File: src/rtl/stopwatch_pkg.sv
// Shared types and constants for the stopwatch control slice.
package stopwatch_pkg;

  localparam int unsigned STATE_W   = 3;
  localparam int unsigned LAP_CNT_W = 4;

  typedef enum logic [STATE_W-1:0] {
    StIdle = 3'd0,
    StRun  = 3'd1,
    StStop = 3'd2,
    StLap  = 3'd3
  } state_t;

endpackage

File: src/rtl/pb_debounce.sv
// Push-button conditioner: 2-flop synchronizer, level debounce, one-cycle press pulse.
module pb_debounce #(
  parameter int unsigned DEBOUNCE_CYCLES = 3
) (
  input  logic clk,
  input  logic rst_i,
  input  logic btn_i,
  output logic press_o
);

  localparam int unsigned CW = $clog2(DEBOUNCE_CYCLES + 1);

  logic          sync1_q, sync2_q;
  logic          stable_q, stable_d;
  logic [CW-1:0] cnt_q, cnt_d;
  logic          blocked_q, blocked_d;
  logic          press_q, press_d;

  // Synchronizer is left out of reset so a button held through reset is seen as high.
  always_ff @(posedge clk) begin
    sync1_q <= btn_i;
    sync2_q <= sync1_q;
  end

  always_comb begin
    stable_d  = stable_q;
    cnt_d     = '0;
    press_d   = 1'b0;
    // A press is only honoured once the button has been seen low after reset.
    blocked_d = blocked_q & sync2_q;
    if (sync2_q != stable_q) begin
      if (cnt_q == CW'(DEBOUNCE_CYCLES - 1)) begin
        stable_d = sync2_q;
        press_d  = sync2_q & ~blocked_q;
      end else begin
        cnt_d = cnt_q + 1'b1;
      end
    end
  end

  always_ff @(posedge clk) begin
    if (rst_i) begin
      stable_q  <= 1'b0;
      cnt_q     <= '0;
      blocked_q <= 1'b1;
      press_q   <= 1'b0;
    end else begin
      stable_q  <= stable_d;
      cnt_q     <= cnt_d;
      blocked_q <= blocked_d;
      press_q   <= press_d;
    end
  end

  assign press_o = press_q;

endmodule

File: src/rtl/stopwatch_ctrl.sv
// Stopwatch control FSM: debounced buttons drive run/stop/lap/clear and a tick prescaler.
module stopwatch_ctrl
  import stopwatch_pkg::*;
#(
  parameter int unsigned DEBOUNCE_CYCLES = 3,
  parameter int unsigned TICK_DIV        = 1
) (
  input  logic                 clk,
  input  logic                 rst_i,
  input  logic                 start_stop_i,
  input  logic                 lap_i,
  input  logic                 clear_i,
  output logic                 tick_o,
  output logic                 count_en_o,
  output logic                 count_clr_o,
  output logic                 lap_capture_o,
  output logic                 display_hold_o,
  output logic [STATE_W-1:0]   state_o,
  output logic [LAP_CNT_W-1:0] lap_cnt_o
);

  localparam int unsigned PW = (TICK_DIV > 1) ? $clog2(TICK_DIV) : 1;

  logic ss_ev, lap_ev, clr_ev;

  pb_debounce #(.DEBOUNCE_CYCLES(DEBOUNCE_CYCLES)) u_db_ss (
    .clk    (clk),
    .rst_i  (rst_i),
    .btn_i  (start_stop_i),
    .press_o(ss_ev)
  );

  pb_debounce #(.DEBOUNCE_CYCLES(DEBOUNCE_CYCLES)) u_db_lap (
    .clk    (clk),
    .rst_i  (rst_i),
    .btn_i  (lap_i),
    .press_o(lap_ev)
  );

  pb_debounce #(.DEBOUNCE_CYCLES(DEBOUNCE_CYCLES)) u_db_clr (
    .clk    (clk),
    .rst_i  (rst_i),
    .btn_i  (clear_i),
    .press_o(clr_ev)
  );

  state_t                 state_q, state_d;
  logic [LAP_CNT_W-1:0]   lap_cnt_q, lap_cnt_d;
  logic                   clr_q, clr_d;
  logic                   cap_q, cap_d;
  logic [PW-1:0]          presc_q, presc_d;
  logic                   tick_q, tick_d;
  logic                   run_q, run_d;

  assign run_q = (state_q == StRun) || (state_q == StLap);
  assign run_d = (state_d == StRun) || (state_d == StLap);

  always_comb begin
    state_d   = state_q;
    lap_cnt_d = lap_cnt_q;
    clr_d     = 1'b0;
    cap_d     = 1'b0;
    unique case (state_q)
      StIdle: begin
        if (clr_ev) begin
          clr_d     = 1'b1;
          lap_cnt_d = '0;
        end else if (ss_ev) begin
          state_d = StRun;
        end
      end
      StRun, StLap: begin
        if (ss_ev) begin
          state_d = StStop;
        end else if (lap_ev) begin
          state_d = StLap;
          cap_d   = 1'b1;
          if (lap_cnt_q != '1) lap_cnt_d = lap_cnt_q + 1'b1;
        end
      end
      StStop: begin
        if (clr_ev) begin
          state_d   = StIdle;
          clr_d     = 1'b1;
          lap_cnt_d = '0;
        end else if (ss_ev) begin
          state_d = StRun;
        end
      end
      default: state_d = StIdle;
    endcase
  end

  // Advance only while timing before and after this edge, so the phase freezes across STOP.
  always_comb begin
    presc_d = presc_q;
    tick_d  = 1'b0;
    if (clr_d) begin
      presc_d = '0;
    end else if (run_q && run_d) begin
      if (presc_q == PW'(TICK_DIV - 1)) begin
        presc_d = '0;
        tick_d  = 1'b1;
      end else begin
        presc_d = presc_q + 1'b1;
      end
    end
  end

  always_ff @(posedge clk) begin
    if (rst_i) begin
      state_q   <= StIdle;
      lap_cnt_q <= '0;
      clr_q     <= 1'b0;
      cap_q     <= 1'b0;
      presc_q   <= '0;
      tick_q    <= 1'b0;
    end else begin
      state_q   <= state_d;
      lap_cnt_q <= lap_cnt_d;
      clr_q     <= clr_d;
      cap_q     <= cap_d;
      presc_q   <= presc_d;
      tick_q    <= tick_d;
    end
  end

  assign tick_o         = tick_q;
  assign count_en_o     = run_q;
  assign count_clr_o    = clr_q;
  assign lap_capture_o  = cap_q;
  assign display_hold_o = (state_q == StLap);
  assign state_o        = state_q;
  assign lap_cnt_o      = lap_cnt_q;

endmodule
File: config.mk
export PLATFORM = sky130hd
export DESIGN_NAME = stopwatch_ctrl
export DESIGN_NICKNAME = d
export VERILOG_FILES = /design/src/rtl/stopwatch_pkg.sv /design/src/rtl/pb_debounce.sv /design/src/rtl/stopwatch_ctrl.sv
export SDC_FILE = /design/constraint.sdc
export NUM_CORES = 1
export LEC_CHECK = 0
export BUFFER_PORTS_ARGS = -buffer_cell sky130_fd_sc_hd__buf_4
export CORE_UTILIZATION = 50
export DETAILED_ROUTE_END_ITERATION = 8
export PLACE_DENSITY = 0.69
export SLEW_MARGIN = 20
export SYNTH_ARGS = -nofsm -noshare
export SYNTH_HDL_FRONTEND = slang
export SYNTH_HIERARCHICAL = 1
export SYNTH_SLANG_ARGS = --single-unit
export TNS_END_PERCENT = 20
File: constraint.sdc
create_clock -name clk -period 2.7 [get_ports clk]
set_input_delay 0.405 -clock clk [delete_from_list [all_inputs] [get_ports clk]]
set_output_delay 0.405 -clock clk [all_outputs]
set_load 0.02 [all_outputs]
==> metrics.txt <==
status=finished clean; dpl cells=141; post-synthesis sequential area ratio=between 50 and 60%; fill cell count=178; Commonest cells post-synth=31 x dfxtp_1, 10 x nor2_1, 7 x nor4_1; CORE AREA=around 2000 um^2; I/O pin count=17; area occupied by multi-input gates=between 400 and 500 um^2; initial antenna violation count=0; warning count from the yosys run=6; FF/Latch Area=between 600 and 700 um^2; Root Driver=clkbuf_4; vias in the first global route=671; grt total ovfl=0; TritonCTS Sinks=31; 1st-iter DRT viols=6; fin crit share=about 63%; DR vias=around 720; CP peak stage delay=~0.47 ns; CTS tree=yes; deepest clock path buffer count=2; maxcap violations=0; Buf/Inv on CP=1; Slowest-stage cell, CP=dfxtp_1; hold buffer count at cts=0; Die Footprint=between 2000 and 2500 um^2; clock transition at the registers of the reported paths=around 0.08 ns; Setup Fix Bufs, Post-CTS=0; Setup TNS=0 ns; # rows=16; layout cells sized above 1=21.7%; die width=about 48 um; Synth cell types=24; starting density of the core=a little over half; RSZ-0062 raised after global routing=false; commonest register cell after synthesis=dfxtp_1; CTS Buf Count=5; HPWL after DPL=about 1.1 mm; Port Buffers=16; GR peak layer=met2; fin nets=between 100 and 150; GR Util All Layers=15.7%; CTS resizes=0; Mapped Cells=between 90 and 100; Final ANT Viol Nets=0; crit path time final=1.69 ns; mean number of vias per cell=between 4 and 5; LEAKAGE=0.509 nW; final WL=approximately 1.5 mm; worst-path fanout max=8; gpl congestion=approximately 0.8; Post-Synthesis Net Count=roughly 110; post-synth top area cell=dfxtp_1; most numerous cell in the Yosys netlist=dfxtp_1; count of final hold-check violations=0; Layout Skew=0.00888 ns; Crit. End Element=primary output; Post-synth EDFFs=0; CTS H-tree lvls=2; TritonRoute pass-1 iters=4; area delta synth->final=18.1%; Worst EP required=between 2 and 2.5 ns; crit path DAT=about 1.3 ns; Layout Cells excl Fill=147; grt met1 use=16.9%; synth top area cells=dfxtp_1 58%, ha_1 4.7%, nor4_1 4.1%; Seq cells post-synth=31; grt met3 use=6.92%; Post-Syn Area per Cell=around 11 um^2; Synth Cell Area=1080 um^2; Die H=just under 50 um; crit start category=flop; P per Cell Area=just under 600 nW/um^2; met2 GRT Util=roughly a quarter; final hold slack=just under 0.2 ns; overall power=about 0.74 mW; CP Cell Sequence=nor2b_1 -> and2_1 -> buf_4; Final Slew Violations=0; Crit path max-delay family=flip-flops; Hold WC Path Type=input port to flop; clock latency on the worst-skew pair=between 0.3 and 0.4 ns; fraction of registers with async set/reset=0%; DRC Markers=0; area fraction of the dominant cell type after synthesis=between 50 and 60%; number of diodes=0; first-pass GRT wire length=roughly 2.7 mm; DR WL/cell=between 10 and 15 um; Peak Freq=between 500 and 600 MHz; largest net degree at the start of global routing=21; maximum VDD drop=~0.00034 V; Setup violations, final=0; Setup CP Type=flop to primary output
==> worst paths after layout <==
check / to / slack (ns) / startpoint / depth (start not counted)
worst max-delay path: display_hold_o / 1.01 / state_o[0] / 3
worst min-delay path: u_db_lap/sync1_q / 0.20 / lap_i / 1
worst max register to register: lap_cnt_o[1] / 1.36 / lap_cnt_o[0] / 4
worst min register to register: u_db_clr/sync2_q / 0.33 / u_db_clr/sync1_q / 0
==> metal layers <==
metal / share of wire, % / routed length (um)
met3: 6.2 / 94
met2: 42 / 647
met1: 50 / 760
met5: 0 / 0
met4: 1.6 / 24
==> layout make-up <==
type	instances	area share, %
Sequential cell	31	48.8
Multi-Input combinational cell	61	34.1
Inverter	6	1.77
Tap cell	27	2.66
Timing Repair Buffer	16	9.45
Clock buffer	6	3.25
==> registers in the layout, indices dropped and copies added (netlist names), 2 cells and up <==
name            count
u_db_ss/cnt_q       2
u_db_lap/cnt_q      2
lap_cnt_o           4
u_db_clr/cnt_q      2
state_o             3
==> layout by cell type, fill, tap and decap left out, types with 2 or more instances in the layout <==
master	count
or3_1	3
nor2b_1	2
dfxtp_1	31
a21o_2	3
clkbuf_4	5
a21oi_1	5
nand4bb_1	3
xnor2_1	3
and2_1	2
nor2_1	10
o21ai_0	5
and3_1	2
mux2i_1	3
inv_1	6
buf_4	16
nor4_1	7
ha_1	4
==> power by group <==
group	internal [mW]	switching (mW)	leakage (nW)
clock network	0.0924	0.130	0.0242
registers	0.473	0.00987	0.254
logic	0.0198	0.0166	0.231
==> cell families after synthesis <==
group           Yosys count  synth area share [%]
xor+xnor                  3                  2.44
simple gates             35                  21.5
other cells               1                 0.349
compound gates           15                  8.49
buf+inv                   6                  2.09
flops                    31                  57.7
mux                       3                  2.79
fa+ha+maj                 4                  4.65
==> through the flow <==
stage | instance area, um^2 | utilization (%) | setup slack, ns
6_report | 1270 | 63.5 | 1.01
5_1_grt | 1270 | 63.5 | 0.856
4_1_cts | 1270 | 63.5 | 0.986
3_5_place_dp | 1230 | 61.4 | 1.33
3_3_place_gp | 1230 | 61.4 | 1.39
2_1_floorplan | 1080 | - | 1.02
Power figures use the tool's default switching activity.
